--- src/rtl/rcu_pkg.sv ---
// rcu_pkg: shared sequencer state type and default parameters for the clock/reset unit
package rcu_pkg;
  typedef enum logic [1:0] {IDLE, WAIT, REL, DONE} seq_state_t;
  localparam int CHNL_NUM_DEF = 4;
  localparam int DIV_WIDTH_DEF = 8;
  localparam int DIV_RST_DEF = 1;
  localparam int RST_DLY_DEF = 4;
endpackage

--- src/rtl/rcu_clkdiv_seq_if.sv ---
// rcu_clkdiv_seq_if: divider ratio handshake, divided clocks and reset-sequencer signals
interface rcu_clkdiv_seq_if import rcu_pkg::*; #(
  parameter int CHNL_NUM = CHNL_NUM_DEF,
  parameter int DIV_WIDTH = DIV_WIDTH_DEF
);
  logic [CHNL_NUM*DIV_WIDTH-1:0] div_i;
  logic [CHNL_NUM-1:0] div_valid_i, div_ready_o, div_done_o, en_i, clk_trg_o, clk_o, rst_n_o;
  logic seq_start_i, seq_clr_i, seq_busy_o, seq_done_o;
  modport master (
    output div_i, div_valid_i, en_i, seq_start_i, seq_clr_i,
    input div_ready_o, div_done_o, clk_trg_o, clk_o, rst_n_o, seq_busy_o, seq_done_o
  );
  modport slave (
    input div_i, div_valid_i, en_i, seq_start_i, seq_clr_i,
    output div_ready_o, div_done_o, clk_trg_o, clk_o, rst_n_o, seq_busy_o, seq_done_o
  );
endinterface

--- src/rtl/rcu_div_chnl.sv ---
// rcu_div_chnl: one clock divider channel with a single-entry pending ratio update
module rcu_div_chnl import rcu_pkg::*; #(
  parameter int DIV_WIDTH = DIV_WIDTH_DEF,
  parameter int DIV_RST = DIV_RST_DEF
) (
  input  logic clk_i,
  input  logic rst_i,
  input  logic [DIV_WIDTH-1:0] div_i,
  input  logic div_valid_i,
  input  logic en_i,
  output logic div_ready_o,
  output logic div_done_o,
  output logic clk_trg_o,
  output logic clk_o
);
  logic [DIV_WIDTH-1:0] div_q, cnt, pend_val;
  logic pend, apply;
  assign clk_trg_o = en_i && cnt == div_q;
  assign apply = pend && (clk_trg_o || !en_i);
  assign div_ready_o = !pend;
  always_ff @(posedge clk_i)
    if (rst_i) begin
      div_q <= DIV_WIDTH'(DIV_RST);
      cnt <= '0;
      pend_val <= '0;
      pend <= 1'b0;
      clk_o <= 1'b0;
      div_done_o <= 1'b0;
    end else begin
      div_done_o <= apply;
      pend <= apply ? 1'b0 : pend || div_valid_i;
      if (!pend && div_valid_i) pend_val <= div_i;
      if (apply) div_q <= pend_val;
      cnt <= apply || clk_trg_o || !en_i ? '0 : cnt + 1'b1;
      clk_o <= !apply && en_i && (clk_o ^ clk_trg_o);
    end
endmodule

--- src/rtl/rcu_clkdiv_seq.sv ---
// rcu_clkdiv_seq: per-channel clock dividers plus a staggered reset-release sequencer
module rcu_clkdiv_seq import rcu_pkg::*; #(
  parameter int CHNL_NUM = CHNL_NUM_DEF,
  parameter int DIV_WIDTH = DIV_WIDTH_DEF,
  parameter int DIV_RST = DIV_RST_DEF,
  parameter int RST_DLY = RST_DLY_DEF
) (
  input logic clk_i,
  input logic rst_i,
  rcu_clkdiv_seq_if.slave io
);
  localparam int IDX_W = CHNL_NUM > 1 ? $clog2(CHNL_NUM) : 1;
  localparam int DLY_W = $clog2(RST_DLY + 1);
  logic [CHNL_NUM-1:0] rdy, dn, trg, ck;
  for (genvar k = 0; k < CHNL_NUM; k++) begin : g_chnl
    rcu_div_chnl #(.DIV_WIDTH(DIV_WIDTH), .DIV_RST(DIV_RST)) u_chnl (
      .clk_i(clk_i),
      .rst_i(rst_i),
      .div_i(io.div_i[k*DIV_WIDTH +: DIV_WIDTH]),
      .div_valid_i(io.div_valid_i[k]),
      .en_i(io.en_i[k]),
      .div_ready_o(rdy[k]),
      .div_done_o(dn[k]),
      .clk_trg_o(trg[k]),
      .clk_o(ck[k])
    );
  end
  assign io.div_ready_o = rdy;
  assign io.div_done_o = dn;
  assign io.clk_trg_o = trg;
  assign io.clk_o = ck;
  seq_state_t state, state_nx;
  logic [IDX_W-1:0] idx, idx_nx;
  logic [DLY_W-1:0] dly, dly_nx;
  logic [CHNL_NUM-1:0] rst_n, rst_n_nx;
  logic last;
  assign last = idx == IDX_W'(CHNL_NUM - 1);
  always_ff @(posedge clk_i)
    if (rst_i) begin
      state <= IDLE;
      idx <= '0;
      dly <= '0;
      rst_n <= '0;
    end else begin
      state <= state_nx;
      idx <= idx_nx;
      dly <= dly_nx;
      rst_n <= rst_n_nx;
    end
  always_comb begin
    state_nx = state;
    idx_nx = idx;
    dly_nx = dly;
    rst_n_nx = rst_n;
    if (io.seq_clr_i) begin
      state_nx = IDLE;
      rst_n_nx = '0;
    end else
      case (state)
        IDLE: if (io.seq_start_i) begin
          state_nx = WAIT;
          idx_nx = '0;
          dly_nx = '0;
        end
        WAIT: begin
          dly_nx = dly + 1'b1;
          state_nx = dly == DLY_W'(RST_DLY - 1) ? REL : WAIT;
        end
        REL: begin
          rst_n_nx = rst_n | (CHNL_NUM'(1) << idx);
          dly_nx = '0;
          idx_nx = last ? idx : idx + 1'b1;
          state_nx = last ? DONE : WAIT;
        end
        default: state_nx = state;
      endcase
  end
  assign io.rst_n_o = rst_n;
  assign io.seq_busy_o = state == WAIT || state == REL;
  assign io.seq_done_o = state == DONE;
endmodule

--- src/flat_wrapper.sv ---
// flat-port wrapper written by rule: the top's interface ports become plain ports
module rcu_clkdiv_seq_flat import rcu_pkg::*;
#(
  parameter int CHNL_NUM = CHNL_NUM_DEF,
  parameter int DIV_WIDTH = DIV_WIDTH_DEF,
  parameter int DIV_RST = DIV_RST_DEF,
  parameter int RST_DLY = RST_DLY_DEF
)
  (clk_i, rst_i, io_div_i, io_div_valid_i, io_en_i, io_seq_start_i, io_seq_clr_i, io_div_ready_o, io_div_done_o, io_clk_trg_o, io_clk_o, io_rst_n_o, io_seq_busy_o, io_seq_done_o);
  rcu_clkdiv_seq_if #(.CHNL_NUM(CHNL_NUM), .DIV_WIDTH(DIV_WIDTH)) io_i ();
  input logic clk_i;
  input logic rst_i;
  input wire logic [$bits(io_i.div_i)-1:0] io_div_i;
  input wire logic [$bits(io_i.div_valid_i)-1:0] io_div_valid_i;
  input wire logic [$bits(io_i.en_i)-1:0] io_en_i;
  input wire logic [$bits(io_i.seq_start_i)-1:0] io_seq_start_i;
  input wire logic [$bits(io_i.seq_clr_i)-1:0] io_seq_clr_i;
  output wire logic [$bits(io_i.div_ready_o)-1:0] io_div_ready_o;
  output wire logic [$bits(io_i.div_done_o)-1:0] io_div_done_o;
  output wire logic [$bits(io_i.clk_trg_o)-1:0] io_clk_trg_o;
  output wire logic [$bits(io_i.clk_o)-1:0] io_clk_o;
  output wire logic [$bits(io_i.rst_n_o)-1:0] io_rst_n_o;
  output wire logic [$bits(io_i.seq_busy_o)-1:0] io_seq_busy_o;
  output wire logic [$bits(io_i.seq_done_o)-1:0] io_seq_done_o;
  assign io_i.div_i = io_div_i;
  assign io_i.div_valid_i = io_div_valid_i;
  assign io_i.en_i = io_en_i;
  assign io_i.seq_start_i = io_seq_start_i;
  assign io_i.seq_clr_i = io_seq_clr_i;
  assign io_div_ready_o = io_i.div_ready_o;
  assign io_div_done_o = io_i.div_done_o;
  assign io_clk_trg_o = io_i.clk_trg_o;
  assign io_clk_o = io_i.clk_o;
  assign io_rst_n_o = io_i.rst_n_o;
  assign io_seq_busy_o = io_i.seq_busy_o;
  assign io_seq_done_o = io_i.seq_done_o;
  rcu_clkdiv_seq #(.CHNL_NUM(CHNL_NUM), .DIV_WIDTH(DIV_WIDTH), .DIV_RST(DIV_RST), .RST_DLY(RST_DLY)) u_core (.clk_i(clk_i), .rst_i(rst_i), .io(io_i));
endmodule
--- config.mk ---
export PLATFORM = sky130hd
export DESIGN_NAME = rcu_clkdiv_seq_flat
export DESIGN_NICKNAME = d
export VERILOG_FILES = /design/src/rtl/rcu_pkg.sv /design/src/rtl/rcu_clkdiv_seq_if.sv /design/src/rtl/rcu_div_chnl.sv /design/src/rtl/rcu_clkdiv_seq.sv /design/src/flat_wrapper.sv
export SDC_FILE = /design/constraint.sdc
export NUM_CORES = 1
export LEC_CHECK = 0
export BUFFER_PORTS_ARGS = -buffer_cell sky130_fd_sc_hd__buf_4
export CAP_MARGIN = 25
export CORE_UTILIZATION = 35
export CTS_CLUSTER_SIZE = 28
export DETAILED_ROUTE_END_ITERATION = 8
export PLACE_DENSITY_LB_ADDON = 0.2
export RECOVER_POWER = 100
export SYNTH_ARGS = -nofsm -noshare
export SYNTH_HDL_FRONTEND = slang
export SYNTH_HIERARCHICAL = 1
export SYNTH_SLANG_ARGS = --single-unit
--- constraint.sdc ---
create_clock -name clk_i -period 1.6 [get_ports clk_i]
set_input_delay 0.08 -clock clk_i [delete_from_list [all_inputs] [get_ports clk_i]]
set_output_delay 0.08 -clock clk_i [all_outputs]
set_load 0.03 [all_outputs]
**Yosys cells after proc, flatten, opt, wreduce, memory -nomap -nowiden**

Cells that the tools add are included.

- Output and inout bits: 22
- Word-level logic and storage cells: 125
- Register bits after elaboration: 119
- Input port bits: 44

- Shifts and indexed selects: 1
- Reductions and logical operators: 64
- Equal/unequal tests: 11
- Add/subtract/negate cells: 6
- Bitwise gates (word level): 6
- Mux-type cells: 9

Operator list:

| cell | count |
|---|---|
| 8-bit by 1-bit adder with 8-bit output (second input constant) | 4 |
| 8-bit equality test | 4 |
| 1-bit logical AND | 20 |
| 2-bit OR reduction | 9 |
| 1-bit logical OR | 17 |
| 1-bit zero test | 12 |
| 2-bit 2-to-1 mux | 5 |
| 3-bit case mux with 3 select lines | 1 |
| 2-bit equality test (second input constant) | 3 |
| 2-bit case mux with 3 select lines | 1 |
| 2-bit inequality test (second input constant) | 2 |
| 4-bit OR | 1 |
| 2-bit case mux with 2 select lines | 1 |
| 4-bit AND reduction | 1 |
| 1-bit by 2-bit << shifter with 4-bit output (first input constant) | 1 |
| 1-bit XOR | 4 |
| 3-bit by 1-bit adder with 3-bit output (second input constant) | 1 |
| 3-bit by 2-bit equality test with 1-bit output (second input constant) | 1 |
| 3-bit 2-to-1 mux | 1 |
| 3-bit AND reduction | 1 |
| 3-bit nonzero test | 1 |
| 2-bit by 1-bit adder with 2-bit output (second input constant) | 1 |
| 2-bit by 1-bit equality test with 1-bit output (second input constant) | 1 |
| 2-bit zero test | 1 |
| other kinds (3) | 3 |

**Logic depth before layout (Yosys ltp)**

- Word-level depth: 7
- Depth in mapped cells: 6
- Gate-level depth less buffers: 5

**Cells and area by module**

Netlist, hierarchy kept.

Modules (own cells, without submodules):

| module | instances | sequential area each (um2) | area an instance (um2) | cells an instance |
|---|---|---|---|---|
| rcu_div_chnl | 4 | 540.5 | 1,298.7 | 159 |
| rcu_clkdiv_seq | 1 | 220.2 | 646.9 | 71 |

**Worst setup path after synthesis**

OpenSTA, ideal clock, no wires.

- Path type: register to output
- Start: register u_core.g_chnl[0].u_chnl.cnt[2]
- End: output port io_clk_trg_o[0]
- Path slack: 4 ps
- Path buffers: 1
- Cell stages (with the launch flop): 5
- Data required time: 1,520 ps
- Data arrival time: 1,516 ps
- Cells stage by stage: dfxtp_1 xnor2_1 nand4_1 buf_2 nor3_1

- Word-level cells in the longest chain between the ends: 2

Ends and longest elaborated chain:

| item | RTL line | RTL |
|---|---|---|
| from (decl) | rcu_div_chnl.sv:16 | `logic [DIV_WIDTH-1:0] div_q, cnt, pend_val;` |
| from (signal assigned) | rcu_div_chnl.sv:34 | `cnt <= apply \|\| clk_trg_o \|\| !en_i ? '0 : cnt + 1'b1;` |
| 8-bit equality test | rcu_div_chnl.sv:18 | `assign clk_trg_o = en_i && cnt == div_q;` |
| 1-bit logical AND | rcu_div_chnl.sv:18 |  |
| to (decl) | flat_wrapper.sv:20 | `output wire logic [$bits(io_i.clk_trg_o)-1:0] io_clk_trg_o;` |

Every way passes these cells.

**Final worst setup path**

- Start: register u_core.g_chnl[1].u_chnl.div_q[0]
- End: register u_core.g_chnl[1].u_chnl.div_q[1]

- Word-level cells in the longest chain between the ends: 4

Ends and longest elaborated chain:

| item | RTL line | RTL |
|---|---|---|
| from (decl) | rcu_div_chnl.sv:16 |  |
| from (signal assigned) | rcu_div_chnl.sv:23 | `div_q <= DIV_WIDTH'(DIV_RST);` |
| from (signal assigned) | rcu_div_chnl.sv:33 | `if (apply) div_q <= pend_val;` |
| 8-bit equality test | rcu_div_chnl.sv:18 |  |
| 1-bit logical AND | rcu_div_chnl.sv:18 |  |
| 1-bit logical OR | rcu_div_chnl.sv:19 | `assign apply = pend && (clk_trg_o \|\| !en_i);` |
| 1-bit logical AND | rcu_div_chnl.sv:19 |  |

Every way passes these cells.
A chain may end at the register's enable or synchronous reset.

==> qor.yml <==
status: "complete, but fails checks"
violations: "negative setup slack"
grt_use_total_pct: 18.4
yosysWarnings: 6
async_flop_share_pct: 0
die_height_um: 131
worstPathArrival_ps: 1950
crit_type: "reg2reg"
drive_gt1_share_pct: 32.6
worst-r2r-cell-count: 6
internal-power_mw: 6.35
synth-xor-area-share_pct: 8.40
period_needed_ps: 1640
start_util_pct: 36.3
ys_seq_area_share_pct: 40.8
synth.distinct_cells: 36
antenna_found_initial: 0
dr_total_vias: 5659
insertion_delay_ps: 410
dr.pass1.iters: 4
area_growth_syn_to_layout_pct: 45.1
syn-cell-area_mm2: 0.00584
place_hpwl_um: 10000
path_common_cell: "buf_6"
setup_ws_ps: -41.0
regArea_mm2: 0.00248
synthAdderAreaFrac_pct: 3.21
ir_drop_mv: 0.749
worst_setup_path_end_kind: "register"
hold_depth: 3
drv_cap: 0
postSynthCellCount: 707
synth.area.top_cells: "dfxtp_1, nand2_1, xnor2_1"
clk_pin_slew_ps: 50
p_clk_share_pct: 38.9
dp.cells: 990
powerDensity_mw_per_mm2: 1050
wirelength_um: 15600
die_area_mm2: 0.0172
wl_met3_um: 569
wl_per_cell_um: 14.4
synth_top_family_by_area: "simple AND/OR/NAND/NOR gates"
synthMuxAreaShare_pct: 0
slowest_stage: "or4_1"
dpl-instance-area_mm2: 0.00678
wl_met2_um: 7880
leakage_nw: 3.11
tritoncts: "built"
htreeDepth: 4
hold_viol: 0
rsz0062_at_grt: "true"
pwr-share-comb_pct: 23.6
startpoint_type: "register"
multiInputGateArea_mm2: 0.00365
final.fill_count: 1503
pwr-share-seq_pct: 37.5
portBuffers: 65
syn_nets: 766
finalCritPeriodShare_pct: 103
hp-class: "in2reg"
grt_pass1_vias: 5510
cts_max_path_buffers: 2
swShare_pct: 28.9
remaining_drc_errors: 0
avgSynthCellArea_um2: 8.26
clock_tree.root_cell: "clkbuf_16"
diodes: 0
vias_per_cell: 5.23
core_mm2: 0.0161
synth_edf_count: 0
required_ps: 1910
fin_nets: 915
grt_max_degree: 41
fp-row-count: 46
cts_buffers: 17
final_util_pct: 52.6
max_clock_freq_mhz: 609
synth.top_cell.area_share_pct: 40.8
synth-compound-area-share_pct: 15.9
route.layer.met1.wl_um: 7010
synth_seq_cells: 119
ioPinCount: 66
synth_ff_type: "dfxtp_1"
power.switching_mw: 2.58
path_max_fanout: 5
final_antenna_net_count: 0
initialDrtViolationCount: 244
highest_layer: "met4"
clock-sinks: 119
tightest_slew_ps: 585
maxSlewViolCount: 0
synth-simple-area-share_pct: 26.9
p_total_mw: 8.93
finalSetupViolations: 8
gr-total-overflow: 0
fin_cells: 1083
die_x_um: 131
finalClockSkew_ps: 5.62
gp_congestion: 0.792
relSlewSlack_pct: 60.9
grt_pass1_wl_um: 26100
cpPeakStageDelay_ps: 500
synth_top_area_cell: "dfxtp_1"
path_cells: "xnor2_2 -> nand4_1 -> buf_6 -> buf_6 -> or4_1 -> o311ai_1"
design_area_mm2: 0.00848
-- routing by layer --
metal  track usage [%]  vias to the layer above
li1                  -                     2827
met1              22.8                     2702
met2              31.8                      116
met3              4.01                       14
met5                 0                        -
met4              5.36                        0
-- power by group through the flow --
stage / clock network [mW] / registers [mW] / logic, mW
global placement: 0 / 3.37 / 1.43
global route: 3.69 / 3.38 / 2.28
floorplan: 0 / 3.33 / 0.904
finish: 3.47 / 3.35 / 2.11
CTS: 3.53 / 3.34 / 1.87
detailed placement: 0 / 3.38 / 1.47
-- synthesized netlist by cell type, types with 12 or more instances --
library cell    n
nand2_1       130
dfxtp_1       119
nor2_1         49
a21oi_1        44
xnor2_1        40
or4_1          33
o311ai_0       30
nor3b_1        29
a31oi_1        28
clkbuf_1       21
buf_2          20
inv_1          20
nand3_1        18
xor2_1         16
ha_1           15
nor3_1         12
-- timing repair --
item,CTS,global route
setup buffers,16,10
hold endpoints to repair,40,0
resized for setup,107,86
setup endpoints to repair,14,45
pin swaps,37,35
gates cloned,2,0
hold buffers,35,0
-- cells by family (layout without fill, tap and decap cells) --
kind of cell             after synthesis  count (layout)
buffers and inverters                 66             226
flip-flops                           119             119
XOR/XNOR                              56              56
AND/OR/NAND/NOR                      312             312
adder cells (fa/ha/maj)               15              15
AO/OA/AOI/OAI                        139             139
-- cell usage in the layout, fill, tap and decap left out, types with 4 or more instances in the layout --
master / count
a31oi_1: 28
nand2_1: 130
clkbuf_2: 4
dfxtp_2: 58
or4_1: 18
nor2b_1: 11
and4_1: 8
nor3_4: 4
clkbuf_8: 6
nor2_1: 48
nand4_1: 11
buf_6: 17
o21ai_0: 6
and3_1: 8
clkbuf_16: 17
ha_1: 15
buf_4: 101
a211oi_1: 4
nand3_1: 18
xor2_1: 16
o311ai_2: 9
or4_4: 15
xnor2_1: 10
nor3b_1: 29
nor3_1: 8
a2111oi_0: 4
o311ai_1: 13
o311ai_4: 4
buf_12: 4
clkbuf_1: 18
o311ai_0: 4
dlygate4sd3_1: 35
o31ai_1: 7
inv_1: 20
dfxtp_4: 7
o2bb2ai_1: 4
xnor2_2: 30
dfxtp_1: 54
a21oi_1: 44
-- worst max-delay path, delay by kind of cell (launching register included) --
kind	cells	cell delay (ps)
AOI/OAI and AO/OA	1	100
and+or+nand+nor	2	640
buffers and inverters	2	270
DFF	1	350
xor gates and xnor gates	1	170
-- path summary, 6_finish.rpt --
path	endpoint	start	slack (ps)
setup reg to reg	u_core/g_chnl[1].u_chnl/div_q[1]	u_core/g_chnl[1].u_chnl/div_q[0]	-40
setup / recovery	u_core/g_chnl[1].u_chnl/div_q[1]	u_core/g_chnl[1].u_chnl/div_q[0]	-40
hold reg to reg	u_core/io.rst_n_o[0]	u_core/io.rst_n_o[0]	460
hold / removal	u_core/g_chnl[3].u_chnl/div_q[4]	io_en_i[3]	20
-- final cells by class --
class / count / share of cell area [%]
Sequential cell: 119 / 29.3
Clock inverter: 3 / 0.177
Clock buffer: 27 / 6.17
Tap cell: 216 / 3.19
Timing Repair Buffer: 176 / 17.2
Multi-Input combinational cell: 522 / 43.1
Inverter: 20 / 0.886
-- state kept, by name (all words and copies together), names as in the netlist --
register	flops
u_core/dly	3
u_core/g_chnl.u_chnl/clk_o	4
u_core/g_chnl.u_chnl/cnt	32
u_core/g_chnl.u_chnl/div_done_o	4
u_core/g_chnl.u_chnl/div_q	32
u_core/g_chnl.u_chnl/pend	4
u_core/g_chnl.u_chnl/pend_val	32
u_core/idx	2
u_core/io.rst_n_o	4
u_core/state	2
-- through the flow --
stage / setup TNS (ps) / hold slack [ps] / setup WS, ps
2_1_floorplan: 0 / 149 / 4.34
3_5_place_dp: -276 / 336 / -45.3
5_1_grt: -1730 / 25.5 / -106
6_report: -156 / 24.5 / -41.0
3_3_place_gp: 0 / 329 / 29.8
4_1_cts: -165 / 11.7 / -43.0
Note: power is estimated with default switching activity, not from simulation.
